$ cat src/rtl/sobel_pkg.sv
// Shared types and helpers for the sobel window controller slice.
package sobel_pkg;

  typedef logic [7:0]  pixel_t;
  typedef logic [63:0] win_t;

  typedef enum logic [1:0] {
    IDLE,
    FILL,
    RUN,
    DONE
  } state_t;

  // Neighbour packing order expected by sobel: p0 in the MSB byte, p8 in the LSB byte, centre omitted.
  function automatic win_t packNeighbours(
    input pixel_t p0, input pixel_t p1, input pixel_t p2, input pixel_t p3,
    input pixel_t p5, input pixel_t p6, input pixel_t p7, input pixel_t p8
  );
    return {p0, p1, p2, p3, p5, p6, p7, p8};
  endfunction

endpackage

$ cat src/rtl/line_buffer.sv
// One image row of pixels, addressed by column; the read port shows the old contents so a
// write at the same address in the same cycle behaves as read-before-write.
module line_buffer
  import sobel_pkg::*;
#(
  parameter int DEPTH = 64,
  parameter int AW    = $clog2(DEPTH)
)
(
  input  logic          clk,
  input  logic          n_rst,
  input  logic          i_we,
  input  logic [AW-1:0] i_addr,
  input  pixel_t        i_wrData,
  output pixel_t        o_rdData
);

  pixel_t r_mem [DEPTH];

  assign o_rdData = r_mem[i_addr];

  // Storage is cleared on reset so a fresh frame never sees stale rows.
  always_ff @(posedge clk or negedge n_rst) begin
    if (!n_rst) begin
      for (int i = 0; i < DEPTH; i++) r_mem[i] <= '0;
    end else if (i_we) begin
      r_mem[i_addr] <= i_wrData;
    end
  end

endmodule

$ cat src/rtl/sobel.sv
// Combinational sobel magnitude |Gx|+|Gy| of a packed 3x3 neighbourhood, saturated to 8 bits.
module sobel
  import sobel_pkg::*;
(
  input  win_t   data,
  output pixel_t out
);

  pixel_t      w_p0, w_p1, w_p2, w_p3, w_p5, w_p6, w_p7, w_p8;
  logic [11:0] w_posX, w_negX, w_posY, w_negY;
  logic [11:0] w_gx, w_gy, w_absX, w_absY;
  logic [12:0] w_mag;

  // Gradients are formed as unsigned differences; bit 11 carries the sign since |G| never exceeds 1020.
  always_comb begin
    {w_p0, w_p1, w_p2, w_p3, w_p5, w_p6, w_p7, w_p8} = data;
    w_posX = {4'b0, w_p2} + {3'b0, w_p5, 1'b0} + {4'b0, w_p8};
    w_negX = {4'b0, w_p0} + {3'b0, w_p3, 1'b0} + {4'b0, w_p6};
    w_posY = {4'b0, w_p6} + {3'b0, w_p7, 1'b0} + {4'b0, w_p8};
    w_negY = {4'b0, w_p0} + {3'b0, w_p1, 1'b0} + {4'b0, w_p2};
    w_gx   = w_posX - w_negX;
    w_gy   = w_posY - w_negY;
    w_absX = w_gx[11] ? (12'd0 - w_gx) : w_gx;
    w_absY = w_gy[11] ? (12'd0 - w_gy) : w_gy;
    w_mag  = {1'b0, w_absX} + {1'b0, w_absY};
    out    = (w_mag > 13'd255) ? 8'hFF : w_mag[7:0];
  end

endmodule

$ cat src/rtl/sobel_window_ctrl.sv
// Streams a raster-order frame through two line buffers and a 3x3 window into sobel,
// registering one magnitude per interior pixel onto a valid/ready output.
module sobel_window_ctrl
  import sobel_pkg::*;
#(
  parameter int IMG_W = 64,
  parameter int IMG_H = 48
)
(
  input  logic   clk,
  input  logic   n_rst,
  input  logic   start,
  input  pixel_t in_data,
  input  logic   in_valid,
  output logic   in_ready,
  output pixel_t out_data,
  output logic   out_valid,
  input  logic   out_ready,
  output logic   busy,
  output logic   frame_done
);

  localparam int COL_W = $clog2(IMG_W);
  localparam int ROW_W = $clog2(IMG_H);
  localparam logic [COL_W-1:0] LAST_COL = COL_W'(IMG_W - 1);
  localparam logic [ROW_W-1:0] LAST_ROW = ROW_W'(IMG_H - 1);

  state_t           r_state, w_nextState;
  logic [COL_W-1:0] r_col;
  logic [ROW_W-1:0] r_row;
  pixel_t           r_top0, r_top1, r_mid0, r_mid1, r_bot0, r_bot1;
  pixel_t           r_outData;
  logic             r_outValid, r_frameDone;
  pixel_t           w_lbaRd, w_lbbRd, w_sobelOut;
  win_t             w_sobelData;
  logic             w_inReady, w_busy, w_accept, w_produces, w_colWrap, w_lastPixel, w_fillEnd;

  assign w_accept    = in_valid && w_inReady;
  assign w_produces  = (r_row >= ROW_W'(2)) && (r_col >= COL_W'(2));
  assign w_colWrap   = (r_col == LAST_COL);
  assign w_lastPixel = w_colWrap && (r_row == LAST_ROW);
  assign w_fillEnd   = (r_row == ROW_W'(2)) && (r_col == COL_W'(1));

  // lb_a shifts up from lb_b (row r-2), lb_b captures the incoming row (row r-1).
  line_buffer #(.DEPTH(IMG_W)) u_lbA (
    .clk(clk), .n_rst(n_rst), .i_we(w_accept), .i_addr(r_col),
    .i_wrData(w_lbbRd), .o_rdData(w_lbaRd)
  );

  line_buffer #(.DEPTH(IMG_W)) u_lbB (
    .clk(clk), .n_rst(n_rst), .i_we(w_accept), .i_addr(r_col),
    .i_wrData(in_data), .o_rdData(w_lbbRd)
  );

  assign w_sobelData = packNeighbours(r_top1, r_top0, w_lbaRd, r_mid1, w_lbbRd, r_bot1, r_bot0, in_data);

  sobel u_sobel (
    .data(w_sobelData),
    .out (w_sobelOut)
  );

  // State register.
  always_ff @(posedge clk or negedge n_rst) begin
    if (!n_rst) r_state <= IDLE;
    else        r_state <= w_nextState;
  end

  // Next-state logic: FILL ends on pixel (2,1), RUN ends on the last pixel, DONE waits for the final handshake.
  always_comb begin
    w_nextState = r_state;
    case (r_state)
      IDLE:    if (start) w_nextState = FILL;
      FILL:    if (w_accept && w_fillEnd) w_nextState = RUN;
      RUN:     if (w_accept && w_lastPixel) w_nextState = DONE;
      DONE:    if (!r_outValid || out_ready) w_nextState = IDLE;
      default: w_nextState = IDLE;
    endcase
  end

  // Handshake outputs: only producing pixels are held back by a stalled output register.
  always_comb begin
    w_inReady = 1'b0;
    w_busy    = 1'b1;
    case (r_state)
      IDLE:    w_busy    = 1'b0;
      FILL:    w_inReady = 1'b1;
      RUN:     w_inReady = !w_produces || !r_outValid || out_ready;
      default: w_inReady = 1'b0;
    endcase
  end

  // Raster position of the next pixel to arrive; restarts at the origin on every frame start.
  always_ff @(posedge clk or negedge n_rst) begin
    if (!n_rst) begin
      r_col <= '0;
      r_row <= '0;
    end else if (r_state == IDLE && start) begin
      r_col <= '0;
      r_row <= '0;
    end else if (w_accept) begin
      r_col <= w_colWrap ? '0 : r_col + 1'b1;
      if (w_colWrap) r_row <= (r_row == LAST_ROW) ? '0 : r_row + 1'b1;
    end
  end

  // Column shift registers holding the two previous columns of the three window rows.
  always_ff @(posedge clk or negedge n_rst) begin
    if (!n_rst) begin
      {r_top0, r_top1, r_mid0, r_mid1, r_bot0, r_bot1} <= '0;
    end else if (w_accept) begin
      r_top1 <= r_top0;
      r_top0 <= w_lbaRd;
      r_mid1 <= r_mid0;
      r_mid0 <= w_lbbRd;
      r_bot1 <= r_bot0;
      r_bot0 <= in_data;
    end
  end

  // Output register: loads on a producing accept, otherwise drains on a handshake.
  always_ff @(posedge clk or negedge n_rst) begin
    if (!n_rst) begin
      r_outData  <= '0;
      r_outValid <= 1'b0;
    end else if (w_accept && w_produces) begin
      r_outData  <= w_sobelOut;
      r_outValid <= 1'b1;
    end else if (r_outValid && out_ready) begin
      r_outValid <= 1'b0;
    end
  end

  // frame_done pulses on the cycle after DONE sees its last handshake.
  always_ff @(posedge clk or negedge n_rst) begin
    if (!n_rst) r_frameDone <= 1'b0;
    else        r_frameDone <= (r_state == DONE) && (w_nextState == IDLE);
  end

  assign in_ready   = w_inReady;
  assign busy       = w_busy;
  assign out_data   = r_outData;
  assign out_valid  = r_outValid;
  assign frame_done = r_frameDone;

endmodule

$ cat config.mk
export PLATFORM = sky130hd
export DESIGN_NAME = sobel_window_ctrl
export DESIGN_NICKNAME = d
export VERILOG_FILES = /design/src/rtl/sobel_pkg.sv /design/src/rtl/line_buffer.sv /design/src/rtl/sobel.sv /design/src/rtl/sobel_window_ctrl.sv
export SDC_FILE = /design/constraint.sdc
export NUM_CORES = 2
export LEC_CHECK = 0
export ABC_CLOCK_PERIOD_IN_PS = 13050
export BUFFER_PORTS_ARGS = -buffer_cell sky130_fd_sc_hd__buf_2
export CORE_MARGIN = 2
export CORE_UTILIZATION = 45
export DETAILED_ROUTE_END_ITERATION = 10
export PLACE_DENSITY = 0.69
export SYNTH_ARGS = -nofsm -noshare
export SYNTH_HDL_FRONTEND = slang
export SYNTH_SLANG_ARGS = --single-unit
$ cat constraint.sdc
create_clock -name clk -period 13.05 [get_ports clk]
set_clock_uncertainty 0.15 [all_clocks]
set_input_delay 0 -clock clk [delete_from_list [all_inputs] [get_ports clk]]
set_output_delay 0 -clock clk [all_outputs]
set_load 0.02 [all_outputs]
==> summary.txt <==
Finish
  – Area grow syn2layout: 10.41%
  – Total Nets Final: 4,402
  – Most common cell after layout, fill and taps aside: dfrtp_1
  – Most frequent cells in the layout: dfrtp_1 (1,093), mux2_2 (813), a21oi_1 (345)
  – Fraction of final layout cells sized beyond drive strength 1: 28.81%

Die
  – DIE AREA: 0.1180 mm²
  – Num rows: 124
  – DIE WIDTH: 343.4 µm
  – Initial Util: 45.34%
  – Io pins: 25
  – Core box area: 0.1143 mm²
  – Die height: 343.4 µm

Setup path
  – Crit path DAT: 11.74 ns
  – CP required: 13.49 ns
  – Critical path capture point type: register
  – Worst r2r src: r_col[0]
  – Max stage delay on crit path: 1.22 ns
  – Reg2reg path depth: 33
  – Crit Path Category: register to register
  – Setup crit start: r_col[0]
  – Most used cell, CP: a21oi_1
  – Critical-path top delay cell: nor4_1
  – CP startpoint kind: register
  – Crit-path max FO: 87

Run
  – Max-cap check violation count: 1

Min path
  – Hold Path Class: primary input to register
  – Hold depth: 3
  – HP Start: in_data[6]

Clocking
  – Clock latency on the worst-skew pair: 0.71 ns
  – CTS sink count: 1,096
  – Clock transition at path regs: 0.06 ns
  – H-tree levels: 3
  – CTS buffer count: 109
  – CTS Buffer Depth: 3
  – Postcts setup bufs: 0
  – CTS tree: done
  – CTS-repair resized insts: 0
  – CTS root buf: clkbuf_16

Synth
  – Synth async-reset ratio: 100.0%
  – Netlist Area Pre-Place: 0.05185 mm²
  – Post-Synthesis Cells: 4,386
  – Most used flip-flop cell after synthesis: dfrtp_1
  – EDFF count, synth: 0
  – Yosys reg bits: 1,096
  – Ranking of synthesized cells by area: dfrtp_1 (53%), mux2_2 (18%), a21oi_1 (3.3%), a22oi_1 (3.3%), nor2_1 (2.7%)
  – Top-area cell type share of the netlist area: 52.90%
  – Mean Syn Cell Area: 11.82 µm²
  – Most area-hungry cell type in the Yosys netlist: dfrtp_1
  – Ys Warns: 0
  – Yosys cell types: 73
  – Net Count, Synth: 4,518
  – Sequential share of the synthesized area: 52.90%

Timing
  – Setup violators final: 0
  – RSZ-0062 raised after global routing: no
  – Fin. max-slew vios: 0
  – Relative slew slack: 1.558%
  – Worst-margin pin slew: 1.463 ns
  – Fin Setup TNS: 0 ns
  – Final hold vios: 0
  – Final Critical Period: 11.30 ns
  – Peak Freq: 0.08850 GHz
  – Fin crit share: 86.59%

Global route
  – Pin count of the biggest net entering global routing: 181
  – Antenna violations before repair: 5
  – GRT overflow: 0
  – Global-route wire length before repair: 237.7 mm
  – Total GRT Usage: 26.78%
  – Number of global-route vias before repair: 36,690

Placement
  – GP Congestion: 0.9113
  – Post-DP HPWL: 95.40 mm
  – IO buf count: 24

Route
  – ANT nets after route: 0
  – Avg WL per Cell: 26.84 µm
  – Drt initial violations: 4,689
  – DR pass1 iterations: 7
  – Routed wire length: 157.6 mm
  – Vias per cell: 6.259
  – DRC: 0
  – Total number of vias: 36,750

Status
  – Outcome: complete, but fails checks
  – Failing checks: max-capacitance violations
==> critical path: cells and delay by family (launching register included) <==
family | cells | cell delay, ns
AOI/OAI and AO/OA | 17 | 4.26
adders and majority gates | 5 | 2.27
and+or+nand+nor | 7 | 2.25
xor gates and xnor gates | 1 | 0.17
buffers and inverters | 3 | 1.05
DFF | 1 | 0.91
==> metrics by stage <==
stage               util, %  hold slack [ns]  setup slack, ns  instance area (µm²)  cells
floorplan                 -          -0.4456            4.682                51850   4386
global placement      46.67          0.03072            2.316                53370   5656
detailed placement    46.67          0.02858            2.178                53370   5656
CTS                   50.06          0.01889            2.165                57240   5871
global route          50.06          0.05620            1.050                57240   5871
finish                50.07          0.05008            1.751                57250   5872
==> layer usage <==
metal | share of wire [%] | routed length, µm | up-vias | track usage (%)
li1 | - | - | 15580 | -
met1 | 41 | 64930 | 18970 | 36.62
met2 | 43 | 68300 | 1743 | 39.47
met3 | 10 | 15860 | 459 | 7.582
met4 | 5.4 | 8515 | 4 | 12.47
met5 | 0.014 | 22 | - | 0
==> sequential cells by signal, summed over array words and instances (netlist names) <==
register	cells
r_top1	8
out_data	8
u_lbB.r_mem	512
r_bot1	8
out_valid	1
r_mid1	8
r_row	6
frame_done	1
u_lbA.r_mem	512
r_top0	8
r_state	2
r_mid0	8
r_bot0	8
r_col	6
==> cells in the mapped netlist, types with 7 or more instances <==
library cell  number
dfrtp_1         1096
mux2_2           813
nor2_1           373
a21oi_1          345
a22oi_1          227
buf_2            214
nand2_1          191
clkbuf_1         138
o21ai_0          117
a221oi_1         103
inv_1             86
ha_1              82
a22o_1            58
a31oi_1           53
mux2i_1           48
xnor2_1           40
fa_1              37
nand3_1           31
xor2_1            26
nor3_1            23
buf_4             20
nand4_1           20
nor2b_1           16
buf_1             14
a21o_1            13
mux4_2            12
a222oi_1          11
o22ai_1           11
a221o_1           10
buf_6             10
a41oi_1            9
and2_1             9
nor4_1             9
o21bai_1           9
o22a_1             9
or4_1              9
o21a_1             7
==> final timing paths <==
path / endpoint / slack (ns)
min in group asynchronous: u_lbB.r_mem[205] / 0.30
worst min register to register: r_mid1[2] / 0.31
worst max-delay path: out_data[1] / 1.75
worst max register to register: out_data[1] / 1.75
max in group asynchronous: u_lbA.r_mem[66] / 9.74
worst min-delay path: u_lbB.r_mem[390] / 0.05
==> cells by family (layout without fill, tap and decap cells) <==
family | count (synthesis) | after routing | share of synthesized area [%]
adder cells (fa/ha/maj) | 119 | 119 | 3.407
other | 0 | 1 | 0
flip-flops | 1096 | 1096 | 52.90
multiplexers | 876 | 876 | 19.19
AO/OA/AOI/OAI | 1018 | 1018 | 12.98
XOR/XNOR | 67 | 67 | 1.146
AND/OR/NAND/NOR | 725 | 725 | 6.064
buffers and inverters | 485 | 458 | 4.317
==> repair_timing <==
action / CTS / global route
hold buffers: 15 / 0
hold endpoints to repair: 174 / 0
endpoints found under the setup margin: 0 / 0
==> area by class of cell <==
type,instances,area [µm²]
clock buffer,156,3178
fill,9902,57100
tap,1512,1892
sequential,1096,27440
timing repair buffer,169,1399
clock inverter,44,524.3
multi-input combinational,2805,22480
inverter,89,334.1
antenna,1,2.502
Power is not shown: default switching activity piles up to over one toggle a cycle in this logic, so the estimate is an artifact.
